[src/rtl/draw_commit_scheduler.sv]
// draw_commit_scheduler: round-robin sequencer feeding draw words through the converter
// and committing converted records into free object-table slots.
module draw_commit_scheduler #(
    parameter int NUM_SLOTS      = 8,
    parameter int SLOT_W         = $clog2(NUM_SLOTS),
    parameter int TIMEOUT_CYCLES = 64
) (
    input  logic                       clk_in,
    input  logic                       rst_in,
    input  logic [1:0]                 req_valid_in,
    input  logic [1:0][86:0]           req_props_in,
    output logic [1:0]                 req_ready_out,
    output logic                       conv_valid_out,
    output logic [86:0]                conv_props_out,
    input  logic                       conv_valid_in,
    input  logic                       conv_is_static_in,
    input  logic [1:0]                 conv_id_in,
    input  logic [47:0]                conv_params_in,
    input  logic [15:0]                conv_pos_x_in,
    input  logic [15:0]                conv_pos_y_in,
    input  logic [15:0]                conv_vel_x_in,
    input  logic [15:0]                conv_vel_y_in,
    output logic                       wr_en_out,
    output logic [SLOT_W-1:0]          wr_addr_out,
    output logic [114:0]               wr_data_out,
    input  logic                       free_in,
    input  logic [SLOT_W-1:0]          free_addr_in,
    output logic [NUM_SLOTS-1:0]       occupancy_out,
    output logic                       full_out,
    output logic                       busy_out,
    output logic                       err_timeout_out,
    output logic                       err_bad_id_out,
    output logic                       err_bad_free_out
);
    localparam int CNT_W = $clog2(TIMEOUT_CYCLES);

    typedef enum logic [1:0] {IDLE, ISSUE, WAIT, WRITE} state_t;

    state_t                state_q, state_d;
    logic [86:0]           props_q, props_d;
    logic                  last_q, last_d;
    logic [SLOT_W-1:0]     alloc_q, alloc_d;
    logic [CNT_W-1:0]      cnt_q, cnt_d;
    logic [114:0]          wr_data_q, wr_data_d;
    logic [NUM_SLOTS-1:0]  occ_q, occ_d;
    logic                  err_to_q, err_to_d;
    logic                  err_id_q, err_id_d;
    logic                  err_free_q, err_free_d;
    logic                  grant, win, bad_id, timeout, free_ok;
    logic [SLOT_W-1:0]     free_slot;

    always_ff @(posedge clk_in or negedge rst_in) begin
        if (!rst_in) begin
            state_q    <= IDLE;
            props_q    <= '0;
            last_q     <= 1'b1;
            alloc_q    <= '0;
            cnt_q      <= '0;
            wr_data_q  <= '0;
            occ_q      <= '0;
            err_to_q   <= 1'b0;
            err_id_q   <= 1'b0;
            err_free_q <= 1'b0;
        end else begin
            state_q    <= state_d;
            props_q    <= props_d;
            last_q     <= last_d;
            alloc_q    <= alloc_d;
            cnt_q      <= cnt_d;
            wr_data_q  <= wr_data_d;
            occ_q      <= occ_d;
            err_to_q   <= err_to_d;
            err_id_q   <= err_id_d;
            err_free_q <= err_free_d;
        end
    end

    // Arbitration, slot search and datapath next-values; allocation always sees the pre-free bitmap.
    always_comb begin
        grant     = state_q == IDLE && |req_valid_in && !(&occ_q);
        win       = &req_valid_in ? ~last_q : req_valid_in[1];
        bad_id    = req_props_in[win][85:84] == 2'b00;
        timeout   = state_q == WAIT && !conv_valid_in && cnt_q == CNT_W'(TIMEOUT_CYCLES - 1);
        free_ok   = free_in && occ_q[free_addr_in];
        free_slot = '0;
        for (int i = NUM_SLOTS - 1; i >= 0; i--)
            if (!occ_q[i]) free_slot = SLOT_W'(i);
        props_d    = grant ? req_props_in[win] : props_q;
        last_d     = grant ? win : last_q;
        alloc_d    = grant ? free_slot : alloc_q;
        cnt_d      = state_q == WAIT ? cnt_q + CNT_W'(1) : '0;
        wr_data_d  = state_q == WAIT && conv_valid_in
                   ? {conv_is_static_in, conv_id_in, conv_params_in,
                      conv_pos_x_in, conv_pos_y_in, conv_vel_x_in, conv_vel_y_in}
                   : wr_data_q;
        occ_d      = occ_q;
        if (free_ok) occ_d[free_addr_in] = 1'b0;
        if (state_q == WRITE) occ_d[alloc_q] = 1'b1;
        err_to_d   = timeout;
        err_id_d   = grant && bad_id;
        err_free_d = free_in && !occ_q[free_addr_in];
    end

    always_comb begin
        state_d = state_q;
        case (state_q)
            IDLE:  state_d = grant && !bad_id ? ISSUE : IDLE;
            ISSUE: state_d = WAIT;
            WAIT:  state_d = conv_valid_in ? WRITE : (timeout ? IDLE : WAIT);
            WRITE: state_d = IDLE;
        endcase
    end

    // Ready is combinational so a waiting request is accepted in its first IDLE cycle.
    always_comb begin
        req_ready_out    = rst_in ? {grant && win, grant && !win} : 2'b00;
        conv_valid_out   = state_q == ISSUE || state_q == WAIT;
        conv_props_out   = props_q;
        wr_en_out        = state_q == WRITE;
        wr_addr_out      = alloc_q;
        wr_data_out      = wr_data_q;
        occupancy_out    = occ_q;
        full_out         = &occ_q;
        busy_out         = state_q != IDLE;
        err_timeout_out  = err_to_q;
        err_bad_id_out   = err_id_q;
        err_bad_free_out = err_free_q;
    end
endmodule

[config.mk]
export PLATFORM = sky130hd
export DESIGN_NAME = draw_commit_scheduler
export DESIGN_NICKNAME = d
export VERILOG_FILES = /design/src/rtl/draw_commit_scheduler.sv
export SDC_FILE = /design/constraint.sdc
export NUM_CORES = 1
export LEC_CHECK = 0
export ABC_AREA = 1
export BUFFER_PORTS_ARGS = -buffer_cell sky130_fd_sc_hd__clkbuf_2
export CAP_MARGIN = 30
export CORE_AREA = 2 2 201 203
export CTS_CLUSTER_SIZE = 14
export DETAILED_ROUTE_END_ITERATION = 8
export DIE_AREA = 0 0 203 205
export HOLD_SLACK_MARGIN = 0.02
export PLACE_DENSITY = 0.56
export SKIP_CTS_REPAIR_TIMING = 1
export SKIP_LAST_GASP = 1
export SYNTH_ARGS = -nofsm -noshare
export SYNTH_HDL_FRONTEND = slang
export SYNTH_SLANG_ARGS = --single-unit
[constraint.sdc]
create_clock -name clk_in -period 2.15 [get_ports clk_in]
set_input_delay 0.1075 -clock clk_in [delete_from_list [all_inputs] [get_ports clk_in]]
set_output_delay 0.1075 -clock clk_in [all_outputs]
set_load 0.02 [all_outputs]
==> impl_metrics.env <==
export IMPL_row_count=73
export IMPL_synth_top_area_share_pct=56.3
export IMPL_synth_most_common_cell="dfrtp_1"
export IMPL_place_gp_congestion=0.872
export IMPL_dp_slack_ns=0.286
export IMPL_drt_initial_drc_count=847
export IMPL_viasPerCell=4.80
export IMPL_postPlaceCellArea_um2=13100
export IMPL_p_total_mw=22.7
export IMPL_reg2reg_from="last_q$_DFFE_PN1P_"
export IMPL_htreeDepth=1
export IMPL_cp_startpoint="occupancy_out[4]$_DFF_PN0_"
export IMPL_num_nets_final=2021
export IMPL_cts_buffers=27
export IMPL_finalCritPeriodShare_pct=95.6
export IMPL_drt_total_wl_um=40500
export IMPL_final_layout_size_suffix_gt1_share_pct=41.9
export IMPL_wire_per_inst_um=17.9
export IMPL_crit_fanout=22
export IMPL_clk_pin_slew_ns=0.06
export IMPL_ios=520
export IMPL_cts_tree="done"
export IMPL_dp_cells=1914
export IMPL_slew_violations=0
export IMPL_setup_viol=0
export IMPL_cp_data_arrival_time_ns=1.95
export IMPL_synthArstFlopShare_pct=100
export IMPL_synth_cell_types=27
export IMPL_leakage_nw=8.52
export IMPL_worstPathRequired_ns=2.04
export IMPL_die_w_um=203
export IMPL_diodes=0
export IMPL_ir_drop_mv=0.757
export IMPL_hold_violations=0
export IMPL_relSlewSlack_pct=56.2
export IMPL_crit_cells=7
export IMPL_period_needed_ns=2.06
export IMPL_endpoint_kind="output port"
export IMPL_grt_pass1_wl_um=51100
export IMPL_ys_seq_area_share_pct=56.5
export IMPL_fmax_mhz=486
export IMPL_drc=0
export IMPL_syn_area_um2=9960
export IMPL_skew_ns=0.0114
export IMPL_cp_start_kind="flop"
export IMPL_clk_latency_ns=0.54
export IMPL_gr_total_overflow=0
export IMPL_cts_sinks=225
export IMPL_dp_hpwl_um=24900
export IMPL_endpoint="req_ready_out[1]"
export IMPL_hp_class="input pin to flop"
export IMPL_synth_top_cell_by_area="dfrtp_1"
export IMPL_cp_slowest_stage_delay_ns=0.44
export IMPL_yosysWarnings=0
export IMPL_design_area_um2=17100
export IMPL_critPathKind="flop to output port"
export IMPL_crit_family="simple AND/OR/NAND/NOR gates"
export IMPL_synth_edff_count=0
export IMPL_worst_slack_ns=0.0939
export IMPL_netlist_top_cells_area="dfrtp_1, mux2_2, nand4_1, nand3_1, nand2_1"
export IMPL_yosys_top_cells_count="dfrtp_1, nand4_1, nand2_1"
export IMPL_ys_ff_latch=225
export IMPL_ant_nets=0
export IMPL_first_global_vias=8911
export IMPL_start_util_pct=25.3
export IMPL_grt_total_usage_pct=15.4
export IMPL_firstDrtPassIters=6
export IMPL_vias=10900
export IMPL_path_buf_inv=3
export IMPL_reg2reg_slack_ns=0.15
export IMPL_core_area_um2=39400
export IMPL_rsz0062_at_grt="true"
export IMPL_antenna_found_initial=1
export IMPL_clk_path_buf_depth=3
export IMPL_synthToLayoutAreaGrowth_pct=71.9
export IMPL_grt_max_degree=174
export IMPL_netlist_instances=929
export IMPL_synth_flop_cell="dfrtp_1"
export IMPL_critical_path_slowest_cell="dfrtp_1"
export IMPL_p_per_area_nw_per_um2=1330
export IMPL_root_buffer="clkbuf_16"
export IMPL_port_buffers=519
export IMPL_instances_no_fill=2264
export IMPL_tightest_slew_ns=0.657
export IMPL_worstPathCellList="inv_2 > nor3_2 > nand2_4 > buf_16 > nand3_1 > nor2_1 > clkbuf_2"
export IMPL_fp_dieH_um=205
export IMPL_syn_avg_cell_area_um2=10.7
export IMPL_status="complete, no violations"
export IMPL_drv_cap=0
export IMPL_reg2reg_to="conv_props_out[84]$_DFFE_PN0P_"
export IMPL_syn_num_nets=1231
export IMPL_dieArea_um2=41600
export IMPL_ff2ff_path_depth=8
==> cells in the final DEF (no fill, tap or decap), types with 3 or more instances in the layout <==
cell	n
inv_2	6
a21oi_1	8
buf_4	16
clkbuf_8	9
mux2_2	115
ha_1	3
buf_12	10
nor2_1	11
inv_1	29
dfrtp_1	223
clkbuf_1	5
nand2_1	137
clkinv_2	3
nand4_1	180
nand2_4	4
clkbuf_16	30
clkbuf_2	517
nand3_1	109
dlygate4sd3_1	293
o21ai_0	9
==> logic make-up after synthesis <==
group | Yosys count | share of synthesized area [%]
multiplexers | 115 | 13.0
AO/OA/AOI/OAI | 21 | 1.13
AND/OR/NAND/NOR | 447 | 23.2
flip-flops | 225 | 56.5
adder cells (fa/ha/maj) | 4 | 0.502
buffers and inverters | 117 | 5.67
==> state kept, by name, indices dropped and copies added, names as in the netlist <==
signal,flops
wr_addr_out,3
state_q,2
conv_props_out,87
last_q,1
cnt_q,6
occupancy_out,8
wr_data_out,115
err_bad_free_out,1
err_timeout_out,1
err_bad_id_out,1
==> through the flow <==
| step | setup TNS [ns] | util, % | hold slack, ns |
|---|---|---|---|
| finish | 0 | 43.5 | 0.00430 |
| floorplan | 0 | - | -0.188 |
| global route | -0.0467 | 43.5 | 0.0374 |
| CTS | -0.678 | 35.7 | -0.585 |
| global placement | 0 | 33.3 | 0.00727 |
| detailed placement | 0 | 33.3 | 0.00786 |
==> where the power goes <==
part / leakage (nW) / switching [mW] / internal, mW
combinational: 5.32 / 6.44 / 3.99
clock: 0.456 / 1.86 / 2.86
sequential: 2.74 / 1.29 / 6.29
total: 8.52 / 9.60 / 13.1
==> worst reg2reg max path, delay by kind of cell (launching register included) <==
family	cells	cell delay, ns
buf+inv	3	0.88
simple gates	4	0.41
flops	1	0.52
compound gates	1	0.12
==> layout make-up <==
cell class / instances / area, um^2
Clock buffer: 41 / 818
Fill cell: 3661 / 22200
Timing Repair Buffer: 841 / 5960
Tap cell: 525 / 657
Multi-Input combinational cell: 588 / 3810
Sequential cell: 225 / 5630
Inverter: 36 / 138
Clock inverter: 8 / 101
==> worst min path at each step <==
stage,startpoint,to,slack (ns),cells after the start
after floorplan,rst_in,cnt_q[0]$_DFF_PN0_,-0.19,0
after global placement,rst_in,conv_props_out[54]$_DFFE_PN0P_,0.007,1
after detailed placement,rst_in,conv_props_out[54]$_DFFE_PN0P_,0.008,1
after CTS,rst_in,conv_props_out[54]$_DFFE_PN0P_,-0.58,1
after global routing,free_addr_in[0],occupancy_out[1]$_DFF_PN0_,0.04,4
final,req_props_in[84],err_bad_id_out$_DFF_PN0_,0.004,6
==> per-layer routing <==
metal | routed length [um] | GRT usage (%) | share of wire [%]
met3 | 2310 | 2.77 | 5.7
met2 | 20100 | 24.9 | 50
met5 | 13 | 0 | 0.032
met1 | 16600 | 20.3 | 41
met4 | 1450 | 6.33 | 3.6
No activity file was read; power rests on OpenSTA's default activity.
